File: config.mk
export PLATFORM = sky130hd
export DESIGN_NAME = window_fetch
export DESIGN_NICKNAME = d
export VERILOG_FILES = /design/src/rtl/img_pkg.sv /design/src/rtl/win_addr_gen.sv /design/src/rtl/window_fetch.sv
export SDC_FILE = /design/constraint.sdc
export NUM_CORES = 1
export LEC_CHECK = 0
export BUFFER_PORTS_ARGS = -buffer_cell sky130_fd_sc_hd__clkbuf_2
export CORE_ASPECT_RATIO = 0.7
export CORE_UTILIZATION = 43
export DETAILED_ROUTE_END_ITERATION = 8
export PLACE_DENSITY = 0.82
export SLEW_MARGIN = 20
export SYNTH_ARGS = -nofsm -noshare
export SYNTH_HDL_FRONTEND = slang
export SYNTH_SLANG_ARGS = --single-unit
export TNS_END_PERCENT = 100
File: constraint.sdc
create_clock -name clk -period 2.02 [get_ports clk]
set_input_delay 0 -clock clk [delete_from_list [all_inputs] [get_ports clk]]
set_output_delay 0 -clock clk [all_outputs]
set_load 0.01 [all_outputs]
File: src/rtl/img_pkg.sv
// Shared image geometry, pixel type and FSM state encoding for the window fetcher.
package img_pkg;

    localparam int unsigned IMG_W  = 800;
    localparam int unsigned IMG_H  = 600;
    localparam int unsigned STRIDE = IMG_W + 2;
    localparam int unsigned AW     = 19;
    localparam int unsigned OW     = 19;

    typedef logic [7:0] pix_t;

    typedef enum logic [1:0] {
        IDLE  = 2'd0,
        FETCH = 2'd1,
        DRAIN = 2'd2
    } state_e;

endpackage

File: src/rtl/win_addr_gen.sv
// Raster position tracker: holds the window base pointer and column/row counters and
// derives the nine 3x3 neighbourhood addresses from them with constant offsets.
module win_addr_gen
    import img_pkg::*;
#(
    parameter int unsigned IMG_W = img_pkg::IMG_W,
    parameter int unsigned IMG_H = img_pkg::IMG_H,
    parameter int unsigned AW    = img_pkg::AW
) (
    input  logic          clk,
    input  logic          rst_n,
    input  logic          init,
    input  logic          advance,
    output logic [AW-1:0] addr [9],
    output logic          is_last
);

    localparam int unsigned RowPitch = IMG_W + 2;
    localparam int unsigned CW       = $clog2(IMG_W + 1);
    localparam int unsigned RW       = $clog2(IMG_H + 1);
    localparam logic [CW-1:0] ColLast = CW'(IMG_W);
    localparam logic [RW-1:0] RowLast = RW'(IMG_H);

    logic [AW-1:0] base_q, base_d;
    logic [CW-1:0] col_q, col_d;
    logic [RW-1:0] row_q, row_d;

    // Offsets are elaboration-time constants, so each address is a single adder.
    always_comb begin
        for (int r = 0; r < 3; r++) begin
            for (int c = 0; c < 3; c++) begin
                addr[3*r+c] = base_q + AW'(r * RowPitch + c);
            end
        end
    end

    assign is_last = (row_q == RowLast) && (col_q == ColLast);

    always_comb begin
        base_d = base_q;
        col_d  = col_q;
        row_d  = row_q;
        if (init) begin
            base_d = '0;
            col_d  = CW'(1);
            row_d  = RW'(1);
        end else if (advance) begin
            if (col_q != ColLast) begin
                base_d = base_q + AW'(1);
                col_d  = col_q + CW'(1);
            end else begin
                // Skip the right border of this row and the left border of the next.
                base_d = base_q + AW'(3);
                col_d  = CW'(1);
                row_d  = row_q + RW'(1);
            end
        end
    end

    always_ff @(posedge clk or negedge rst_n) begin
        if (!rst_n) begin
            base_q <= '0;
            col_q  <= CW'(1);
            row_q  <= RW'(1);
        end else begin
            base_q <= base_d;
            col_q  <= col_d;
            row_q  <= row_d;
        end
    end

endmodule

File: src/rtl/window_fetch.sv
// Frame raster scanner: drives 3x3 window addresses into a combinational image memory,
// registers the returned bytes and offers one window per cycle over valid/ready.
module window_fetch
    import img_pkg::*;
#(
    parameter int unsigned IMG_W = img_pkg::IMG_W,
    parameter int unsigned IMG_H = img_pkg::IMG_H,
    parameter int unsigned AW    = img_pkg::AW,
    parameter int unsigned OW    = img_pkg::OW
) (
    input  logic          clk,
    input  logic          rst_n,
    input  logic          start,
    output logic [AW-1:0] a0, a1, a2, a3, a4, a5, a6, a7, a8,
    input  pix_t          v0, v1, v2, v3, v4, v5, v6, v7, v8,
    output pix_t          win_p0, win_p1, win_p2, win_p3, win_p4, win_p5, win_p6, win_p7,
    output pix_t          win_p8,
    output logic [OW-1:0] win_idx,
    output logic          win_last,
    output logic          win_valid,
    input  logic          win_ready,
    output logic          busy,
    output logic          done
);

    state_e        state_q, state_d;
    pix_t          win_p_q [9];
    pix_t          win_p_d [9];
    pix_t          v_arr [9];
    logic [OW-1:0] win_idx_q, win_idx_d, idx_q, idx_d;
    logic          win_last_q, win_last_d, win_valid_q, win_valid_d;
    logic          busy_q, busy_d, done_q, done_d;
    logic          ag_init, ag_adv, ag_last, load;
    logic [AW-1:0] addr [9];

    win_addr_gen #(
        .IMG_W (IMG_W),
        .IMG_H (IMG_H),
        .AW    (AW)
    ) u_addr_gen (
        .clk     (clk),
        .rst_n   (rst_n),
        .init    (ag_init),
        .advance (ag_adv),
        .addr    (addr),
        .is_last (ag_last)
    );

    assign {a0, a1, a2, a3, a4, a5, a6, a7, a8} =
        {addr[0], addr[1], addr[2], addr[3], addr[4], addr[5], addr[6], addr[7], addr[8]};
    assign {v_arr[0], v_arr[1], v_arr[2], v_arr[3], v_arr[4], v_arr[5], v_arr[6], v_arr[7],
            v_arr[8]} = {v0, v1, v2, v3, v4, v5, v6, v7, v8};
    assign {win_p0, win_p1, win_p2, win_p3, win_p4, win_p5, win_p6, win_p7, win_p8} =
        {win_p_q[0], win_p_q[1], win_p_q[2], win_p_q[3], win_p_q[4], win_p_q[5], win_p_q[6],
         win_p_q[7], win_p_q[8]};

    assign win_idx   = win_idx_q;
    assign win_last  = win_last_q;
    assign win_valid = win_valid_q;
    assign busy      = busy_q;
    assign done      = done_q;

    // Refill whenever the output register is empty or is being drained this cycle.
    assign load = (state_q == FETCH) && (!win_valid_q || win_ready);

    always_comb begin
        state_d     = state_q;
        win_p_d     = win_p_q;
        win_idx_d   = win_idx_q;
        idx_d       = idx_q;
        win_last_d  = win_last_q;
        win_valid_d = win_valid_q;
        busy_d      = busy_q;
        done_d      = 1'b0;
        ag_init     = 1'b0;
        ag_adv      = 1'b0;
        unique case (state_q)
            IDLE: begin
                if (start) begin
                    ag_init = 1'b1;
                    idx_d   = '0;
                    busy_d  = 1'b1;
                    state_d = FETCH;
                end
            end
            FETCH: begin
                if (load) begin
                    win_p_d     = v_arr;
                    win_idx_d   = idx_q;
                    win_valid_d = 1'b1;
                    win_last_d  = ag_last;
                    idx_d       = idx_q + OW'(1);
                    if (ag_last) state_d = DRAIN;
                    else         ag_adv  = 1'b1;
                end
            end
            DRAIN: begin
                if (win_valid_q && win_ready) begin
                    win_valid_d = 1'b0;
                    win_last_d  = 1'b0;
                    busy_d      = 1'b0;
                    done_d      = 1'b1;
                    state_d     = IDLE;
                end
            end
            default: state_d = IDLE;
        endcase
    end

    always_ff @(posedge clk or negedge rst_n) begin
        if (!rst_n) begin
            state_q     <= IDLE;
            win_p_q     <= '{default: '0};
            win_idx_q   <= '0;
            idx_q       <= '0;
            win_last_q  <= 1'b0;
            win_valid_q <= 1'b0;
            busy_q      <= 1'b0;
            done_q      <= 1'b0;
        end else begin
            state_q     <= state_d;
            win_p_q     <= win_p_d;
            win_idx_q   <= win_idx_d;
            idx_q       <= idx_d;
            win_last_q  <= win_last_d;
            win_valid_q <= win_valid_d;
            busy_q      <= busy_d;
            done_q      <= done_d;
        end
    end

endmodule

==> results of run 1 <==
## final cells by class
cell class | count | area (sq um) | share of cell area (%)
clock buffers | 20 | 467 | 2.94
flip-flops and latches | 155 | 3900 | 24.6
repair buffers | 665 | 4740 | 29.9
clock inverters | 12 | 128 | 0.805
multi-input cells | 897 | 6170 | 38.9
inverters | 27 | 109 | 0.686
well taps | 276 | 345 | 2.18
## state kept, by name (all words and copies together), names as in the netlist, 10 cells and up
name               cells
u_addr_gen.base_q     19
u_addr_gen.row_q      10
win_idx               19
idx_q                 19
u_addr_gen.col_q      10
## report_power, final
group          internal [mW]  switching, mW  leakage, nW
logic                   2.53           3.24         5.83
registers               3.50          0.351         1.97
clock network           1.83           1.38        0.284
## stage by stage
stage	util, %	hold slack (ns)
after global placement	58.0	-0.00837
final	75.4	0.0953
after detailed placement	58.0	-0.0186
after CTS	69.8	0.112
after floorplan	-	-0.296
after global routing	75.4	0.132
## what timing repair did
action / in CTS / in global routing
setup buffers: 53 / 54
endpoints found under the hold margin: 226 / 0
hold buffers: 74 / 0
pin swaps: 50 / 89
setup endpoints to repair: 96 / 178
cloned: 1 / 2
resized for setup: 194 / 245
## layout by cell type, fill, tap and decap left out, types with 24 or more instances in the layout
cell type	netlist	layout
nor2_1	72	44
nand3_1	48	34
nand2_1	372	348
nand4_1	24	24
xnor2_1	91	77
dlygate4sd3_1	0	74
buf_2	11	72
buf_4	20	187
xor2_1	45	42
dfrtp_1	153	139
clkbuf_2	0	264
buf_6	0	49
## how the worst max path moves through the flow
stage	endpoint	slack, ns	start
2_1_floorplan	u_addr_gen.base_q[18]	0.003	u_addr_gen.base_q[0]
3_3_place_gp	a8[16]	-0.02	u_addr_gen.base_q[3]
3_5_place_dp	u_addr_gen.base_q[15]	-0.02	u_addr_gen.base_q[1]
4_1_cts	a7[15]	-0.21	u_addr_gen.base_q[2]
5_1_grt	a1[14]	-0.41	u_addr_gen.base_q[2]
6_report	a1[13]	-0.35	u_addr_gen.base_q[2]
## routing by layer
metal  vias to the layer above  share of wire [%]  routed length, microns
li1                       5041                  -                       -
met1                      5569                 39                   16300
met2                       824                 46                   19300
met3                       193                 11                    4740
met4                         0                4.1                    1700
met5                         -                  0                       0
## logic make-up after synthesis
group	synth area share, %
compound gates	9.09
xor+xnor	12.7
fa+ha+maj	1.87
buf+inv	5.75
flops	41.4
mux	0.641
simple gates	28.5
==> qor.yml, run 1 <==
clock_tree:
  cts_inserted_buffers: 17
  clkTransAtPathRegs_ns: 0.07
  htree_levels: 4
  cts_tree: "yes"
  clk_path_buf_depth: 2
  cts_root_buf: "clkbuf_16"
  clk_latency_ns: 0.42
  clock-sinks: 155
floorplanning:
  die_width_microns: 178
  core_sq_um: 21000
  rows: 44
  dieArea_sq_um: 22400
  start_util_pct: 44.6
  io_pins: 342
  die_h_microns: 126
setup_path:
  cp_max_fo: 6
  critical_path.top_delay_family: "simple AND/OR/NAND/NOR gates"
  r2r_end: "u_addr_gen.base_q[18]"
  reg2reg_depth: 11
  start_kind: "flop"
  max_stage_delay_ns: 0.38
  cp.required_ns: 2.02
  crit_chain: "buf_4 > ha_4 > nand4_1 > nor4_4 > buf_4 > xor2_1 > clkbuf_2"
  cp_num_buf_inv: 3
  crit_type: "reg -> out"
  rrSetupSlack_ns: -0.16
  worstSetupEndpointType: "output port"
  r2r_start: "u_addr_gen.base_q[2]"
  cpMostUsedCell: "buf_4"
  worst-path-stages: 7
  cp.arrival_ns: 2.37
  worst_path_max_delay_cell: "dfrtp_1"
cells_and_area:
  fin_nets: 1853
  drive_gt1_share_pct: 46.8
  area_growth_pct: 69.2
  fin_cells: 2052
  num_antenna_cells: 0
  design_area_sq_um: 15900
  fillers: 1297
timing:
  hold_viol_final: 0
  rsz0062_at_grt: "true"
  clock.fmax_ghz: 0.422
  report.final.slew_viol_count: 0
  final.setup_skew_ns: 0.0139
  post-route-period-util_pct: 117
  post-route-min-period_ns: 2.37
  maxSlewHeadroom_pct: 60.2
  finalSetupViolCount: 99
  worst_slack_ns: -0.352
  final.setup.tns_ns: -12.61
  tightestPinTransition_ns: 0.597
drt:
  dr.pass1.iters: 6
  wl_per_cell_microns: 20.5
  drc: 0
  first_iter_violations: 1462
  via_count: 11600
  post_drt_via_cell_ratio: 5.67
  antenna_left: 0
  wirelength_microns: 42000
synthesis:
  syn_area_per_cell_sq_um: 8.02
  synthCells: 1169
  yosysWarnings: 0
  synth_area_leaders: "dfrtp_1 (41%), nand2_1 (15%), xnor2_1 (8.5%)"
  seq_area_frac_synth_pct: 41.4
  ys_ff_latch: 155
  synthTopCellsByCount: "nand2_1 (372), dfrtp_1 (153), xnor2_1 (91)"
  syn_area_sq_um: 9370
  synth.most_common_cell: "nand2_1"
  synth-edff-count: 0
  async_reset_ff_share_pct: 100
  synth_top_cell_by_area: "dfrtp_1"
  synth_ff_type: "dfrtp_1"
  synth_nets: 1259
  synth_top_area_share_pct: 40.8
  synth_cell_type_count: 68
grt:
  antenna_found_initial: 0
  track_usage_pct: 33.1
  grt_pass1_wl_microns: 57300
  top_usage_layer: "met2"
  use_met2_pct: 50.4
  grt_pass1_vias: 10600
  use_met3_pct: 9.61
  grt_max_degree: 97
  overflow: 0
  grt.met1_usage_pct: 45.9
placed_design:
  pre_cts_slack_ns: -0.0152
  routabilityCongestion: 1.03
  placedCellCount: 1841
  dp_hpwl_microns: 25300
  dpl-instance-area_sq_um: 12200
  port-buffer-count: 341
min_path:
  hold_path_class: "in -> async"
power_and_ir_drop:
  p_total_mw: 12.8
  peakVddDrop_mv: 1.29
  p_leak_nw: 8.08
  cellPowerDensity_nw_per_um2: 809
outcome:
  status: "finished with violations"
  violations: "negative setup slack"
run:
  drv_cap: 0
(Power assumes the default switching activity.)
==> run 2, diff against run 1 <==
--- a/config.mk
+++ b/config.mk
@@ -9,7 +9,7 @@
 export CORE_ASPECT_RATIO = 0.7
 export CORE_UTILIZATION = 43
 export DETAILED_ROUTE_END_ITERATION = 8
-export PLACE_DENSITY = 0.82
+export PLACE_DENSITY = 0.79
 export SLEW_MARGIN = 20
 export SYNTH_ARGS = -nofsm -noshare
 export SYNTH_HDL_FRONTEND = slang
==> constraint.sdc (replaced) <==
create_clock -name clk -period 2.5 [get_ports clk]
set_input_delay 0 -clock clk [delete_from_list [all_inputs] [get_ports clk]]
set_output_delay 0 -clock clk [all_outputs]
set_load 0.01 [all_outputs]
==> run 2 against run 1 <==
  * The flow still finishes with violations (negative setup slack)
  * First-iteration DRC count is 31% lower
  * Design area fell by 18%
  * Combinational power is 45% lower
  * Critical path depth unchanged
  * Die area is the same
  * Global-route usage fell by 2.2 points
  * Total power shrank 30%
==> qor.yml, run 2 (synthesis results as in run 1) <==
floorplanning:
  core_sq_um: 21000  # unchanged
  io_pins: 342  # unchanged
  die_width_microns: 178  # unchanged
  rows: 44  # unchanged
  dieArea_sq_um: 22400  # unchanged
  die_h_microns: 126  # unchanged
  start_util_pct: 44.6  # unchanged
setup_path:
  worstSetupEndpointType: "output port"  # unchanged
  crit_type: "reg -> out"  # unchanged
  worst_path_max_delay_cell: "o31a_1"  # was dfrtp_1
  start_kind: "flop"  # unchanged
  cp.required_ns: 2.50  # was 2.02 ns
  max_stage_delay_ns: 0.48  # was 0.38 ns
  cp_max_fo: 15  # was 6
  reg2reg_depth: 6  # was 11
  critical_path.top_delay_family: "compound AO/OA/AOI/OAI gates"  # was simple AND/OR/NAND/NOR gates
  cp_num_buf_inv: 2  # was 3
  cp.arrival_ns: 2.50  # was 2.37 ns
  crit_chain: "buf_4 > nand2_1 > o31a_1 > nor2_2 > o21ai_0 > xnor2_1 > clkbuf_2"  # was buf_4 > ha_4 > nand4_1 > nor4_4 > buf_4 > xor2_1 > clkbuf_2
  worst-path-stages: 7  # unchanged
cells_and_area:
  num_antenna_cells: 0  # unchanged
  fin_cells: 1875  # was 2052
  area_growth_pct: 39.5  # was 69.2%
  final_cell_mix: "nand2_1 (371), clkbuf_2 (340), dfrtp_1 (146), xnor2_1 (91), dlygate4sd3_1 (74)"  # was nand2_1 (348), clkbuf_2 (264), buf_4 (187), dfrtp_1 (139), xnor2_1 (77)
  fillers: 1846  # was 1297
  finish.utilization_pct: 62.2  # was 75.4%
  fin_nets: 1676  # was 1853
  layout_commonest_cell: "nand2_1"  # unchanged
  drive_gt1_share_pct: 30.5  # was 46.8%
  design_area_sq_um: 13100  # was 15900 sq um
grt:
  antenna_found_initial: 0  # unchanged
  grt_pass1_wl_microns: 53700  # was 57300 microns
  grt_pass1_vias: 9738  # was 10600
  overflow: 0  # unchanged
  grt_max_degree: 99  # was 97
  track_usage_pct: 30.9  # was 33.1%
drt:
  first_iter_violations: 1014  # was 1462
  wirelength_microns: 34700  # was 42000 microns
  via_count: 10200  # was 11600
  dr.pass1.iters: 7  # was 6
  drc: 0  # unchanged
  wl_per_cell_microns: 18.5  # was 20.5 microns
  post_drt_via_cell_ratio: 5.44  # was 5.67
  antenna_left: 0  # unchanged
timing:
  worst_slack_ns: -0.000154  # was -0.352 ns
  hold_viol_final: 0  # unchanged
  rsz0062_at_grt: "true"  # unchanged
  clock.fmax_ghz: 0.400
  maxSlewHeadroom_pct: 50.2  # was 60.2%
  post-route-min-period_ns: 2.50
  finalSetupViolCount: 1  # was 99
  tightestPinTransition_ns: 0.746  # was 0.597 ns
  final.setup_skew_ns: 0.0130  # was 0.0139 ns
  report.final.slew_viol_count: 0  # unchanged
  post-route-period-util_pct: 100
clock_tree:
  cts_tree: "yes"  # unchanged
  cts_root_buf: "clkbuf_16"  # unchanged
  clock-sinks: 155  # unchanged
  clkTransAtPathRegs_ns: 0.06  # was 0.07 ns
  clk_path_buf_depth: 2  # unchanged
  cts_inserted_buffers: 17  # unchanged
  clk_latency_ns: 0.41  # was 0.42 ns
  htree_levels: 4  # unchanged
power_and_ir_drop:
  peakVddDrop_mv: 0.698  # was 1.29 mV
  cellPowerDensity_nw_per_um2: 691  # was 809 nW/um^2
  p_leak_nw: 6.68  # was 8.08 nW
outcome:
  status: "finished with violations"  # unchanged
  violations: "negative setup slack"  # unchanged
placed_design:
  dp_hpwl_microns: 24300  # was 25300 microns
  port-buffer-count: 341  # unchanged
  dpl-instance-area_sq_um: 11600  # was 12200 sq um
  routabilityCongestion: 1.06  # was 1.03
  pre_cts_slack_ns: 0.229  # was -0.0152 ns
  placedCellCount: 1767  # was 1841
run:
  drv_cap: 0  # unchanged
min_path:
  hold_path_class: "in -> async"  # unchanged
## run 2: cell type report
type	count	area, sq um	share of cell area (%)
timing repair buffer	488	3060	23.4
sequential	155	3890	29.8
inverter	27	101	0.775
multi-input combinational	897	5040	38.6
clock inverter	12	185	1.42
clock buffer	20	447	3.42
tap	276	345	2.64
## run 2: report_power, final
part	leakage (nW)	switching, mW	internal (mW)
Combinational	4.40	1.92	1.23
Sequential	1.98	0.272	2.83
Clock	0.306	1.06	1.72
Total	6.68	3.26	5.78
## run 2: worst reg2reg max path, delay by kind of cell (launching register included)
kind / cells / cell delay [ns]
buffers and inverters: 1 / 0.28
DFF: 1 / 0.55
muxes: 1 / 0.26
and+or+nand+nor: 4 / 1.20
## run 2: repair_timing
item | 4_1_cts | 5_1_grt
endpoints found under the hold margin | 132 | 0
setup endpoints to repair | 14 | 43
hold buffers | 74 | 0
setup buffers | 0 | 2
resized for setup | 10 | 17
pin swaps | 1 | 2
## run 2: routing by layer
| layer | GRT usage [%] | vias up | wire [microns] |
|---|---|---|---|
| met3 | 9.64 | 56 | 3620 |
| li1 | - | 4679 | - |
| met1 | 45.1 | 4901 | 15400 |
| met2 | 44.0 | 556 | 15100 |
| met4 | 7.83 | 0 | 592 |
| met5 | 0 | - | 0 |
## run 2: through the flow
stage | power [mW] | hold WS, ns | TNS [ns]
after floorplan | 4.82 | -0.296 | 0
after detailed placement | 6.04 | 0.0283 | 0
after global routing | 9.45 | 0.182 | -0.649
final | 9.03 | 0.142 | -0.000154
after global placement | 6.01 | 0.0272 | 0
after CTS | 8.95 | 0.150 | -0.00333
## run 2: worst paths after layout
check,startpoint,to,slack [ns]
max,u_addr_gen.base_q[3],a7[15],-0.0002
max in group asynchronous,rst_n,u_addr_gen.col_q[0],1.63
min reg2reg,win_idx[0],win_idx[0],0.47
min in group clk,start,busy,0.23
max reg2reg,u_addr_gen.base_q[9],u_addr_gen.base_q[18],0.15
min,rst_n,win_p2[0],0.14
